===== config.mk =====
export PLATFORM = sky130hd
export DESIGN_NAME = w_tile_controller
export DESIGN_NICKNAME = d
export VERILOG_FILES = /design/src/rtl/w_tile_controller.sv
export SDC_FILE = /design/constraint.sdc
export NUM_CORES = 1
export LEC_CHECK = 0
export CORE_MARGIN = 5
export CORE_UTILIZATION = 45
export CTS_CLUSTER_SIZE = 28
export DETAILED_ROUTE_END_ITERATION = 7
export PLACE_DENSITY = 0.73
export SYNTH_ARGS = -nofsm -noshare
export SYNTH_HDL_FRONTEND = slang
export SYNTH_SLANG_ARGS = --single-unit

===== constraint.sdc =====
create_clock -name clk -period 5.13 [get_ports clk]
set_input_delay 0.513 -clock clk [delete_from_list [all_inputs] [get_ports clk]]
set_output_delay 0.513 -clock clk [all_outputs]
set_load 0.01 [all_outputs]

===== src/rtl/w_tile_controller.sv =====
// w_tile_controller: sequences weight-tile fetches into rotating buffer banks
// and hands each loaded tile to the input-feature controller.
//
// Ports:
//   clk, rst                    clock, async active-high reset
//   start, num_tiles, abort     job control from the layer sequencer
//   ready, done                 idle flag / job-complete pulse
//   w_read, w_valid             weight memory read handshake
//   w_wr_en, w_wr_addr,
//   w_wr_bank, clr_w            weight-buffer write side
//   if_ready, switch, start_if  handoff to the input-feature controller
//   act_bank, tile_idx          active compute bank / tile being fetched
module w_tile_controller #(
    parameter int ROWS   = 16,
    parameter int NBANK  = 2,
    parameter int TILE_W = 8,
    localparam int RW    = (ROWS > 1) ? $clog2(ROWS) : 1,
    localparam int BW    = (NBANK > 1) ? $clog2(NBANK) : 1
) (
    input  logic              clk,
    input  logic              rst,
    input  logic              start,
    input  logic [TILE_W-1:0] num_tiles,
    input  logic              abort,
    input  logic              w_valid,
    input  logic              if_ready,
    output logic              w_read,
    output logic              w_wr_en,
    output logic [RW-1:0]     w_wr_addr,
    output logic [BW-1:0]     w_wr_bank,
    output logic              clr_w,
    output logic              switch,
    output logic              start_if,
    output logic [BW-1:0]     act_bank,
    output logic [TILE_W-1:0] tile_idx,
    output logic              ready,
    output logic              done
);

    typedef enum logic [1:0] {
        IDLE  = 2'd0,
        FETCH = 2'd1,
        WAIT  = 2'd2
    } state_t;

    state_t            state;
    logic [RW-1:0]     row_cnt;
    logic [TILE_W-1:0] tiles_left;
    logic [BW-1:0]     fill_bank;
    logic              first;
    logic              done_r;

    logic xfer;
    logic take;
    logic [BW-1:0] fill_next;

    assign w_read    = (state == FETCH);
    assign ready     = (state == IDLE);
    assign xfer      = w_read & w_valid;
    assign w_wr_en   = xfer;
    assign w_wr_addr = row_cnt;
    assign w_wr_bank = fill_bank;
    assign clr_w     = w_read & first;

    // Handoff fires in the same cycle if_ready is seen; abort suppresses it.
    assign take     = (state == WAIT) & if_ready & ~abort;
    assign switch   = take;
    assign start_if = take;
    assign done     = done_r;

    // Explicit wrap so non-power-of-2 bank counts rotate correctly.
    assign fill_next = (fill_bank == BW'(NBANK - 1)) ? '0 : fill_bank + 1'b1;

    always_ff @(posedge clk or posedge rst) begin
        if (rst) begin
            state      <= IDLE;
            row_cnt    <= '0;
            tiles_left <= '0;
            tile_idx   <= '0;
            fill_bank  <= '0;
            act_bank   <= '0;
            first      <= 1'b0;
            done_r     <= 1'b0;
        end else begin
            done_r <= 1'b0;
            if (abort && state != IDLE) begin
                // Banks are kept so a later job continues the rotation.
                state      <= IDLE;
                row_cnt    <= '0;
                tiles_left <= '0;
                first      <= 1'b0;
            end else begin
                case (state)
                    IDLE: begin
                        if (start && !abort) begin
                            if (num_tiles != '0) begin
                                state      <= FETCH;
                                tiles_left <= num_tiles;
                                tile_idx   <= '0;
                                row_cnt    <= '0;
                                first      <= 1'b1;
                            end else begin
                                done_r <= 1'b1;
                            end
                        end
                    end
                    FETCH: begin
                        first <= 1'b0;
                        if (xfer) begin
                            if (row_cnt == RW'(ROWS - 1)) begin
                                row_cnt <= '0;
                                state   <= WAIT;
                            end else begin
                                row_cnt <= row_cnt + 1'b1;
                            end
                        end
                    end
                    WAIT: begin
                        if (if_ready) begin
                            act_bank   <= fill_bank;
                            fill_bank  <= fill_next;
                            tiles_left <= tiles_left - 1'b1;
                            if (tiles_left == TILE_W'(1)) begin
                                state  <= IDLE;
                                done_r <= 1'b1;
                            end else begin
                                state    <= FETCH;
                                tile_idx <= tile_idx + 1'b1;
                                first    <= 1'b1;
                            end
                        end
                    end
                    default: begin
                        state      <= IDLE;
                        row_cnt    <= '0;
                        tiles_left <= '0;
                        first      <= 1'b0;
                    end
                endcase
            end
        end
    end

endmodule


==> flow_results.xml, run 1 <==
<?xml version="1.0" encoding="UTF-8"?>
<metrics>
  <group name="detailed_routing">
    <metric name="drt_iter0_drc" unit="">43</metric>
    <metric name="postRouteAntennaNets" unit="">0</metric>
    <metric name="postRouteWirelength" unit="um">3750</metric>
    <metric name="viasPerCell" unit="">5.41</metric>
    <metric name="wl_per_cell" unit="um">15.2</metric>
    <metric name="drc" unit="">0</metric>
    <metric name="route.vias.total" unit="">1332</metric>
    <metric name="firstDrtPassIters" unit="">4</metric>
  </group>
  <group name="sta">
    <metric name="unrepaired_setup_endpoints_after_global_routing" unit="">no</metric>
    <metric name="setup_violations" unit="">0</metric>
    <metric name="fmax" unit="MHz">386</metric>
    <metric name="post_route_minimum_period" unit="ns">2.59</metric>
    <metric name="hold_viol_final" unit="">0</metric>
    <metric name="timing.final.max_slew_violations" unit="">0</metric>
    <metric name="post-route-period-util" unit="">0.504</metric>
    <metric name="worst_pin_slew" unit="ns">0.989</metric>
    <metric name="worst_clock_skew" unit="ns">0.00533</metric>
    <metric name="timing.slew.headroom" unit="">0.340</metric>
    <metric name="finalSetupTns" unit="ns">0</metric>
  </group>
  <group name="synthesis">
    <metric name="synth_cell_type_count" unit="">42</metric>
    <metric name="synthesis.area_per_instance" unit="um^2">8.97</metric>
    <metric name="synth_area" unit="um^2">1520</metric>
    <metric name="synth_net_count" unit="">187</metric>
    <metric name="ys_ff_latch" unit="">26</metric>
    <metric name="synth-seq-area-share" unit="">0.429</metric>
    <metric name="ys_warn_count" unit="">0</metric>
    <metric name="post_synth_inst_count" unit="">169</metric>
  </group>
  <group name="setup_path">
    <metric name="critical_path.cell_chain" unit="">clkdlybuf4s50_1 &gt; nor2_1 &gt; and3_1 &gt; clkdlybuf4s50_1</metric>
    <metric name="setup.reg_to_reg.worst_slack" unit="ns">2.86</metric>
    <metric name="worst_endpoint_data_arrival_time" unit="ns">2.07</metric>
    <metric name="slowest_cp_cell" unit="">sky130_fd_sc_hd__clkdlybuf4s50_1</metric>
    <metric name="critical_path_peak_fanout" unit="">9</metric>
    <metric name="worstPathRequired" unit="ns">4.62</metric>
    <metric name="timing.critical_path.to_type" unit="">output port</metric>
    <metric name="cpPeakStageDelay" unit="ns">0.57</metric>
    <metric name="cp_common_cell" unit="">sky130_fd_sc_hd__clkdlybuf4s50_1</metric>
    <metric name="worst_setup_path_category" unit="">primary input to output port</metric>
    <metric name="worstSetupStartpointType" unit="">primary input</metric>
  </group>
  <group name="hold_path">
    <metric name="min_path_type" unit="">flip-flop to flip-flop</metric>
  </group>
  <group name="placed_design">
    <metric name="io_buffer_count" unit="">34</metric>
    <metric name="place_congestion" unit="">0.927</metric>
    <metric name="dp_hpwl" unit="um">2950</metric>
    <metric name="dpl.cell_count" unit="">243</metric>
  </group>
  <group name="cells_and_area">
    <metric name="instances_no_fill" unit="">246</metric>
    <metric name="final_layout_fill_cell_count" unit="">311</metric>
    <metric name="nets" unit="">220</metric>
    <metric name="antenna_cells" unit="">0</metric>
    <metric name="area.sequential" unit="um^2">651</metric>
    <metric name="multi_input_area" unit="um^2">803</metric>
    <metric name="area_growth_syn_to_layout" unit="%">25.6</metric>
    <metric name="layout-drive-gt1-share" unit="">0.0650</metric>
  </group>
  <group name="grt">
    <metric name="number_of_antenna_violations_at_the_first_check_in_global_routing" unit="">0</metric>
    <metric name="track_usage" unit="">0.189</metric>
    <metric name="grt_pass1_vias" unit="">1380</metric>
    <metric name="grt_remaining_overflow" unit="">0</metric>
    <metric name="grt_start_max_net_pins" unit="">27</metric>
    <metric name="grt_pass1_wl" unit="um">6560</metric>
  </group>
  <group name="pwr">
    <metric name="leakage_power" unit="nW">0.826</metric>
    <metric name="power.ir.vdd_worst" unit="uV">148</metric>
    <metric name="power.total" unit="mW">0.437</metric>
    <metric name="power_density" unit="nW/um^2">230</metric>
  </group>
  <group name="floorplan">
    <metric name="core.rowCount" unit="">21</metric>
    <metric name="core" unit="um^2">3310</metric>
    <metric name="starting_density" unit="">0.458</metric>
    <metric name="dieHeight" unit="um">68.0</metric>
    <metric name="count_of_pins_on_the_block_boundary" unit="">35</metric>
    <metric name="design.die.area" unit="um^2">4630</metric>
    <metric name="die_width" unit="um">68.0</metric>
  </group>
  <group name="outcome">
    <metric name="outcome" unit="">finished, final reports clean</metric>
  </group>
  <group name="clocking">
    <metric name="post_cts_resize_count" unit="">0</metric>
    <metric name="clk_pin_slew_worst_paths" unit="ns">0.13</metric>
    <metric name="number_of_buffers_added_to_fix_hold_violations_after_cts" unit="">0</metric>
    <metric name="clock-root-buffer" unit="">sky130_fd_sc_hd__clkbuf_4</metric>
    <metric name="cts_inserted_buffers" unit="">3</metric>
    <metric name="clock_sinks" unit="">26</metric>
    <metric name="clk-insertion-delay-late" unit="ns">0.32</metric>
    <metric name="cts-htree-levels" unit="">1</metric>
    <metric name="max_buffers_root_to_sink" unit="">2</metric>
    <metric name="cts_setup_buffers" unit="">0</metric>
    <metric name="cts_tree" unit="">done</metric>
  </group>
  <group name="job">
    <metric name="maxCapViolations" unit="">0</metric>
  </group>
</metrics>
per-layer routing:
metal  part of all wire  global-route usage  vias up  wire (um)
met4              0.012              0.0571        0         46
met3              0.030              0.0378        5        112
met2               0.52               0.339       20       1950
met5                  0                   0        -          0
met1               0.44               0.224      637       1640
li1                   -                   -      670          -
flip-flops by register name, indices dropped and copies added (netlist names):
signal and flops:
act_bank 1, done 1, first 1, state 2
tile_idx 8, tiles_left 8, w_wr_addr 4, w_wr_bank 1
worst max-delay path: cells and delay by family:
kind / cells / cell delay (ns)
simple gates: 2 / 0.45
buf+inv: 2 / 1.11
through the flow:
step	util	hold slack, ns	worst slack, ns	cell area (um^2)
final	0.575	0.500	2.54	1900
after floorplan	-	0.456	2.89	1520
after CTS	0.575	0.503	2.53	1900
after global placement	0.568	0.473	2.49	1880
after global routing	0.575	0.517	2.42	1900
after detailed placement	0.568	0.480	2.42	1880
cell usage in the layout (no fill, tap or decap), types with 2 or more instances in the layout:
cell type                         netlist  layout
sky130_fd_sc_hd__a211oi_1               3       3
sky130_fd_sc_hd__a21o_1                 3       3
sky130_fd_sc_hd__a21oi_1                6       6
sky130_fd_sc_hd__a22o_1                 2       2
sky130_fd_sc_hd__a22oi_1                3       3
sky130_fd_sc_hd__and2_1                 4       4
sky130_fd_sc_hd__and3_1                 2       2
sky130_fd_sc_hd__and4_1                 2       2
sky130_fd_sc_hd__clkbuf_4               0       3
sky130_fd_sc_hd__clkdlybuf4s50_1        0      34
sky130_fd_sc_hd__dfrtp_1               26      26
sky130_fd_sc_hd__ha_1                   4       4
sky130_fd_sc_hd__inv_1                  4       4
sky130_fd_sc_hd__mux2_2                 3       3
sky130_fd_sc_hd__nand2_1               20      20
sky130_fd_sc_hd__nand3_1                7       7
sky130_fd_sc_hd__nand4_1                3       3
sky130_fd_sc_hd__nor2_1                19      19
sky130_fd_sc_hd__nor2b_1                4       4
sky130_fd_sc_hd__nor3_1                 3       3
sky130_fd_sc_hd__nor4_1                 5       5
sky130_fd_sc_hd__o21ai_0               11      11
sky130_fd_sc_hd__o31ai_1                3       3
sky130_fd_sc_hd__or3_1                  2       2
sky130_fd_sc_hd__or3b_2                 2       2
sky130_fd_sc_hd__xnor2_1                5       5
sky130_fd_sc_hd__xor2_1                 3       3
power breakdown:
group	total (mW)	internal [mW]	switching [mW]
clock	0.0847	0.0275	0.0571
sequential	0.240	0.220	0.0198
combinational	0.112	0.0512	0.0611
total	0.437	0.299	0.138
final timing paths:
| kind | to | cells after the start | startpoint |
|---|---|---|---|
| max in group asynchronous | w_wr_addr[1] | 2 | rst |
| max reg2reg | tiles_left[1] | 6 | state[1] |
| min reg2reg | w_wr_bank | 1 | w_wr_bank |
| max | start_if | 4 | abort |
| min | w_wr_bank | 1 | w_wr_bank |
| min in group asynchronous | tile_idx[1] | 2 | rst |
cells in the mapped netlist, drive strengths merged:
| cell | n | area (um^2) |
|---|---|---|
| buf | 4 | 28.8 |
| or3 | 2 | 12.5 |
| xor2 | 3 | 26.3 |
| nor3b | 1 | 7.51 |
| o31ai | 3 | 22.5 |
| or2 | 1 | 8.76 |
| and2 | 4 | 25.0 |
| xnor2 | 5 | 43.8 |
| clkbuf | 3 | 11.3 |
| nand2b | 1 | 6.26 |
| or4 | 2 | 18.8 |
| o21ai | 11 | 55.1 |
| a21o | 3 | 22.5 |
| a21oi | 6 | 30.0 |
| a32o | 1 | 10.0 |
| ha | 4 | 50.1 |
| dfrtp | 26 | 651 |
| or3b | 2 | 17.5 |
| inv | 5 | 21.3 |
| a22oi | 3 | 22.5 |
| a31oi | 1 | 6.26 |
| nor2 | 19 | 71.3 |
| nor3 | 3 | 15.0 |
| a32oi | 1 | 8.76 |
| mux2 | 3 | 33.8 |
| o2111ai | 1 | 8.76 |
| o22ai | 1 | 6.26 |
| nand4 | 3 | 18.8 |
| and4 | 3 | 28.8 |
| a211oi | 3 | 22.5 |
| nor2b | 4 | 25.0 |
| and3 | 2 | 12.5 |
| nand3 | 7 | 35.0 |
| nand2 | 20 | 75.1 |
| o21a | 1 | 7.51 |
| nor4 | 5 | 31.3 |
| a22o | 2 | 17.5 |
cell families (layout without fill, tap and decap cells):
kind of cell / Yosys count / in the layout / synth area share
flip-flops: 26 / 26 / 0.429
AO/OA/AOI/OAI: 37 / 37 / 0.159
buffers and inverters: 12 / 43 / 0.0405
multiplexers: 3 / 3 / 0.0223
AND/OR/NAND/NOR: 79 / 79 / 0.270
XOR/XNOR: 8 / 8 / 0.0462
adder cells (fa/ha/maj): 4 / 4 / 0.0330
cell type report:
| class | count | share of cell area |
|---|---|---|
| inverters | 5 | 0.0112 |
| repair buffers | 35 | 0.183 |
| multi-input cells | 131 | 0.422 |
| flip-flops and latches | 26 | 0.342 |
| clock buffers | 3 | 0.0118 |
| well taps | 46 | 0.0302 |
(Power assumes the default switching activity.)
==> run 2: changes to the inputs <==
- clock period: 5.13 -> 2.4 ns (I/O delays scaled with it)
==> flow_results.xml, run 2 (synthesis results as in run 1) <==
<?xml version="1.0" encoding="UTF-8"?>
<metrics>
  <group name="outcome">
    <metric name="outcome" unit="">finished, final reports clean</metric>
  </group>
  <group name="cells_and_area">
    <metric name="nets" unit="">225</metric>
    <metric name="antenna_cells" unit="">0</metric>
    <metric name="most_frequent_standard_cell_in_the_layout_excluding_fill_and_tap_cells" unit="">sky130_fd_sc_hd__clkdlybuf4s50_1</metric>
    <metric name="post-route-cell-area" unit="um^2">1940</metric>
    <metric name="final_cell_mix" unit="">sky130_fd_sc_hd__clkdlybuf4s50_1 (34), sky130_fd_sc_hd__dfrtp_1 (26), sky130_fd_sc_hd__nand2_1 (20), sky130_fd_sc_hd__nor2_1 (19), sky130_fd_sc_hd__o21ai_0 (11)</metric>
    <metric name="area_growth_syn_to_layout" unit="%">28.1</metric>
    <metric name="final_layout_fill_cell_count" unit="">307</metric>
    <metric name="area.sequential" unit="um^2">651</metric>
    <metric name="instances_no_fill" unit="">251</metric>
    <metric name="utilization" unit="">0.586</metric>
    <metric name="multi_input_area" unit="um^2">803</metric>
    <metric name="layout-drive-gt1-share" unit="">0.0878</metric>
  </group>
  <group name="placed_design">
    <metric name="place_congestion" unit="">0.894</metric>
    <metric name="post_dp_area" unit="um^2">1920</metric>
    <metric name="dpl.cell_count" unit="">248</metric>
    <metric name="io_buffer_count" unit="">34</metric>
    <metric name="dp_hpwl" unit="um">3050</metric>
  </group>
  <group name="sta">
    <metric name="post-route-period-util" unit="">0.903</metric>
    <metric name="hold_viol_final" unit="">0</metric>
    <metric name="post_route_minimum_period" unit="ns">2.17</metric>
    <metric name="fmax" unit="MHz">461</metric>
    <metric name="setup_violations" unit="">0</metric>
    <metric name="worst_pin_slew" unit="ns">0.505</metric>
    <metric name="timing.final.max_slew_violations" unit="">0</metric>
    <metric name="unrepaired_setup_endpoints_after_global_routing" unit="">no</metric>
    <metric name="timing.slew.headroom" unit="">0.660</metric>
    <metric name="worst_clock_skew" unit="ns">0.00638</metric>
    <metric name="finalSetupTns" unit="ns">0</metric>
  </group>
  <group name="grt">
    <metric name="number_of_antenna_violations_at_the_first_check_in_global_routing" unit="">0</metric>
    <metric name="grt_remaining_overflow" unit="">0</metric>
    <metric name="grt_pass1_vias" unit="">1412</metric>
    <metric name="grt_start_max_net_pins" unit="">27</metric>
    <metric name="grt_pass1_wl" unit="um">6510</metric>
    <metric name="track_usage" unit="">0.184</metric>
  </group>
  <group name="floorplan">
    <metric name="dieHeight" unit="um">68.0</metric>
    <metric name="core.rowCount" unit="">21</metric>
    <metric name="count_of_pins_on_the_block_boundary" unit="">35</metric>
    <metric name="starting_density" unit="">0.458</metric>
    <metric name="die_width" unit="um">68.0</metric>
    <metric name="core" unit="um^2">3310</metric>
    <metric name="design.die.area" unit="um^2">4630</metric>
  </group>
  <group name="hold_path">
    <metric name="min_path_type" unit="">primary input to asynchronous set/reset pin</metric>
  </group>
  <group name="clocking">
    <metric name="cts_inserted_buffers" unit="">3</metric>
    <metric name="clock_sinks" unit="">26</metric>
    <metric name="clk-insertion-delay-late" unit="ns">0.32</metric>
    <metric name="clock-root-buffer" unit="">sky130_fd_sc_hd__clkbuf_4</metric>
    <metric name="clk_pin_slew_worst_paths" unit="ns">0.14</metric>
    <metric name="post_cts_resize_count" unit="">0</metric>
    <metric name="cts_tree" unit="">done</metric>
    <metric name="cts_setup_buffers" unit="">0</metric>
    <metric name="max_buffers_root_to_sink" unit="">2</metric>
    <metric name="number_of_buffers_added_to_fix_hold_violations_after_cts" unit="">0</metric>
    <metric name="cts-htree-levels" unit="">1</metric>
  </group>
  <group name="setup_path">
    <metric name="worstPathRequired" unit="ns">2.65</metric>
    <metric name="timing.critical_path.to_type" unit="">flip-flop</metric>
    <metric name="worst_setup_path_category" unit="">flip-flop to flip-flop</metric>
    <metric name="worst_endpoint_data_arrival_time" unit="ns">2.42</metric>
    <metric name="worstSetupStartpointType" unit="">flip-flop</metric>
    <metric name="critical_path_peak_fanout" unit="">12</metric>
  </group>
  <group name="detailed_routing">
    <metric name="postRouteWirelength" unit="um">3920</metric>
    <metric name="viasPerCell" unit="">5.62</metric>
    <metric name="drc" unit="">0</metric>
    <metric name="postRouteAntennaNets" unit="">0</metric>
    <metric name="drt_iter0_drc" unit="">72</metric>
    <metric name="wl_per_cell" unit="um">15.6</metric>
    <metric name="route.vias.total" unit="">1411</metric>
    <metric name="firstDrtPassIters" unit="">4</metric>
  </group>
  <group name="pwr">
    <metric name="power.ir.vdd_worst" unit="uV">243</metric>
    <metric name="power_density" unit="nW/um^2">485</metric>
    <metric name="leakage_power" unit="nW">0.851</metric>
  </group>
  <group name="job">
    <metric name="maxCapViolations" unit="">0</metric>
  </group>
</metrics>
[run 2: changes by cell type in the layout (fill, tap and decap cells not counted), sizes merged]
cell,change
buf,+5
[run 2: through the flow]
| stage | hold WS [ns] | setup WS (ns) | power (mW) |
|---|---|---|---|
| 2_1_floorplan | 0.280 | 0.335 | 0.659 |
| 3_3_place_gp | 0.476 | 0.127 | 0.756 |
| 3_5_place_dp | 0.495 | 0.0381 | 0.763 |
| 4_1_cts | 0.257 | 0.263 | 0.951 |
| 5_1_grt | 0.278 | 0.119 | 0.998 |
| 6_report | 0.254 | 0.232 | 0.941 |
[run 2: critical path, stage by stage (launching register included)]
cell and delay [ns]:
sky130_fd_sc_hd__dfrtp_1 0.53, sky130_fd_sc_hd__or2_4 0.20, sky130_fd_sc_hd__inv_4 0.06, sky130_fd_sc_hd__and4_4 0.21, sky130_fd_sc_hd__or4_1 0.69, sky130_fd_sc_hd__a21o_1 0.25
sky130_fd_sc_hd__o21ai_0 0.15
[run 2: final timing paths]
path	start	endpoint	slack [ns]	depth (start not counted)
min	rst	tile_idx[6]	0.25	3
min reg2reg	w_wr_addr[3]	w_wr_addr[3]	0.52	1
max in group asynchronous	rst	w_wr_addr[2]	1.89	3
max reg2reg	state[0]	tiles_left[4]	0.23	6
max	state[0]	tiles_left[4]	0.23	6
min in group clk	w_wr_addr[3]	w_wr_addr[3]	0.52	1
[run 2: per-layer routing]
layer	vias to the layer above	global-route usage	part of all wire
met1	696	0.220	0.44
met4	0	0.0496	0.0092
li1	680	-	-
met3	4	0.0230	0.034
met5	-	0	0
met2	31	0.341	0.52
[run 2: area by class of cell]
cell class / count / share of cell area
Inverter: 5 / 0.0110
Sequential cell: 26 / 0.335
Tap cell: 46 / 0.0297
Multi-Input combinational cell: 131 / 0.414
Clock buffer: 3 / 0.0116
Timing Repair Buffer: 40 / 0.199
[run 2: report_power, final]
part	internal, mW	total, mW	switching, mW	leakage [nW]
registers	0.471	0.511	0.0403	0.348
logic	0.113	0.243	0.130	0.489
clock network	0.0588	0.187	0.128	0.0138
total	0.642	0.941	0.298	0.851
==> RTL edit: new RTL, settings of run 2 <==
The 3 states of `state_t` get a one-hot encoding in 3 bits.
--- a/src/rtl/w_tile_controller.sv
+++ b/src/rtl/w_tile_controller.sv
@@ -37,10 +37,10 @@
     output logic              done
 );
 
-    typedef enum logic [1:0] {
-        IDLE  = 2'd0,
-        FETCH = 2'd1,
-        WAIT  = 2'd2
+    typedef enum logic [2:0] {
+        IDLE  = 3'b001,
+        FETCH = 3'b010,
+        WAIT  = 3'b100
     } state_t;
 
     state_t            state;
Check against the original RTL: no difference found for any inputs over 10 cycles, from zero or initial values and one cycle with rst high; not proved beyond that.
==> RTL edit against run 2 <==
- cell area rose by 8.8%
- die area rose by 10%
- sequential cell count is 1 higher
- wire length up 12%
- hold slack better by 0.12 ns
- area after synthesis up 12%
- non-clock buffer count shrank 1
- fmax is 7.0% lower
- sequential share of layout area down 1.5 points
- setup slack got worse by 0.16 ns
- core utilization shrank 0.93 points
Power is not compared: it rests on default switching activity, and its combinational part moved more than twofold at a synthesized area within 25%.
==> RTL edit: results (changes against run 2) <==
The tools report the number of warnings printed during yosys synthesis as 0 (unchanged). The number of setup buffers added after CTS is 0 (unchanged). VDD sags by at most 0.000417 V. For the largest clock skew in the final design, the log shows 0.00732 ns (+0.000941 ns).

The tightest min-delay check is of the input port to asynchronous set/reset pin type. The largest net degree at the start of global routing is 18 (-33%). The tools report the DRC marker count from the first detailed-route iteration as 52 (-28%).

The analysis attributes to cell leakage a power of 0.899 nW. The maximum fanout along the worst path was 11 (-1). The logs give 0.372 ns (+0.118 ns) for the worst hold slack across all endpoints and 5 (+1) for the number of detailed-routing iterations run before antenna repair.

The detailed-route via count is 1540 (+9.1%), and the detailed placement HPWL is 3.36 mm (+10%). The tools report the count of cells resized by post-cts repair as 1 (+1). The logs give 0.877 (-1.9%) for the final weighted congestion in routability-driven placement and 2.09 ns (-0.33 ns) for the arrival time reported for the critical path endpoint. The proportion of synthesized flip-flops having asynchronous set or reset works out to 1.00 (unchanged). The logs give 1 (unchanged) for the H-tree level count and 234 (+4.0%) for the post-layout net count.

The critical path's largest stage delay is 0.66 ns (-0.03 ns). In the synthesized netlist the dominant register cell turns out to be sky130_fd_sc_hd__dfrtp_1. Yosys attributes the largest share of cell area to sky130_fd_sc_hd__dfrtp_1 38%, sky130_fd_sc_hd__o21ai_0 5.0%, sky130_fd_sc_hd__nand2_1 3.5%.

The via count of the first global-routing pass was 1613 (+14%); the total track usage was 0.174 (-0.00941). The count of buffers inserted at the top-level ports was 34 (unchanged); the antenna diode count was 0 (unchanged). For the number of nets in the synthesized netlist, the log shows 197 (+5.3%).

For the number of antenna violations at the first check in global routing, the log shows 0 (unchanged). The flow ran to the end, and the final reports show no timing, DRC or antenna violations. The routed wire length per instance came out at 16.7 um (+6.7%). The tools report the maximum number of buffers from clock root to sink as 2 (unchanged). For the first-pass GRT wire length, the log shows 7.28 mm (+12%).

The later-pin clock latency in the skew report is 0.27 ns (-0.05 ns), and the post-CTS clock slew at the launch and capture registers of the worst setup and hold paths is 0.09 ns (-0.05 ns). The proportion of synthesized chip area in sequential cells is 0.399 (-0.0304). CTS buffer count: 3 (unchanged). Across all register-to-register paths, the minimum setup slack is 0.23 ns. After synthesis, the most frequently instantiated cells are 26 x sky130_fd_sc_hd__dfrtp_1, 17 x sky130_fd_sc_hd__o21ai_0, 16 x sky130_fd_sc_hd__nand2_1, 13 x sky130_fd_sc_hd__nor2_1. In this run the clock root is driven by a sky130_fd_sc_hd__clkbuf_8. The fraction of layout instances using a drive strength above 1 was 0.102 (+0.0145). The worst slew margin relative to its limit is 0.497 (-0.163). Count of cell types in the netlist: 52 (+24%). Slowest library cell on the worst path: sky130_fd_sc_hd__dfstp_2.
RTL edit: cell types whose count changed after synthesis, moves of 3 or more:
cell,run 2,this run
sky130_fd_sc_hd__a211oi_1,3,0
sky130_fd_sc_hd__inv_1,4,8
sky130_fd_sc_hd__nand2_1,20,16
sky130_fd_sc_hd__nor2_1,19,13
sky130_fd_sc_hd__nor3_1,3,6
sky130_fd_sc_hd__o21ai_0,11,17
sky130_fd_sc_hd__o21ai_1,0,3
sky130_fd_sc_hd__o31ai_1,3,0
sky130_fd_sc_hd__xnor2_1,5,2
RTL edit: critical path: cells and delay by family, from the launching register on:
family                 cells  cell delay [ns]
buffers and inverters      2             0.70
flip-flops                 1             0.66
AND/OR/NAND/NOR            1             0.46
RTL edit: cell type report:
cell class | instances | area, sq um
clock buffers | 4 | 45.0
fillers | 335 | 1550
inverters | 9 | 36.3
multi-input cells | 136 | 916
flip-flops and latches | 27 | 677
well taps | 48 | 60.1
repair buffers | 39 | 378
RTL edit: worst paths after layout:
kind,depth (start not counted),startpoint,endpoint
max reg2reg,6,state[0],tiles_left[3]
min reg2reg,1,first,first
min in group clk,1,first,first
max in group asynchronous,3,rst,tiles_left[7]
max,3,state[0],ready
min,2,rst,w_wr_addr[3]
RTL edit: stage by stage:
| stage | utilization | instances | setup slack [ns] | instance area [sq um] | total power [W] |
|---|---|---|---|---|---|
| after floorplan | - | 179 | 0.353 | 1700 | 0.00140 |
| after global routing | 0.577 | 263 | 0.0207 | 2110 | 0.00199 |
| final | 0.577 | 263 | 0.0699 | 2110 | 0.00186 |
| after global placement | 0.564 | 259 | 0.157 | 2060 | 0.00155 |
| after detailed placement | 0.564 | 259 | 0.0848 | 2060 | 0.00159 |
| after CTS | 0.577 | 263 | 0.0572 | 2110 | 0.00187 |
RTL edit: cell families (layout without fill, tap and decap cells):
family                   Yosys count  in the layout  share of synthesized area
AND/OR/NAND/NOR                   68             68                      0.225
AO/OA/AOI/OAI                     57             57                      0.243
flip-flops                        27             27                      0.399
buffers and inverters             16             52                     0.0627
adder cells (fa/ha/maj)            4              4                     0.0295
XOR/XNOR                           4              4                     0.0207
multiplexers                       3              3                     0.0199
RTL edit: where the power goes:
part           total [W]  switching, W  internal (W)
combinational   0.000924      0.000508      0.000416
sequential      0.000680      0.000130      0.000550
clock           0.000254      0.000136      0.000119
total            0.00186      0.000773       0.00108
RTL edit: metal layers:
layer	wire [um]	vias up	global-route usage
li1	-	734	-
met1	1950	750	0.218
met2	2200	50	0.304
met3	170	6	0.0295
met4	55	0	0.0564
met5	0	-	0
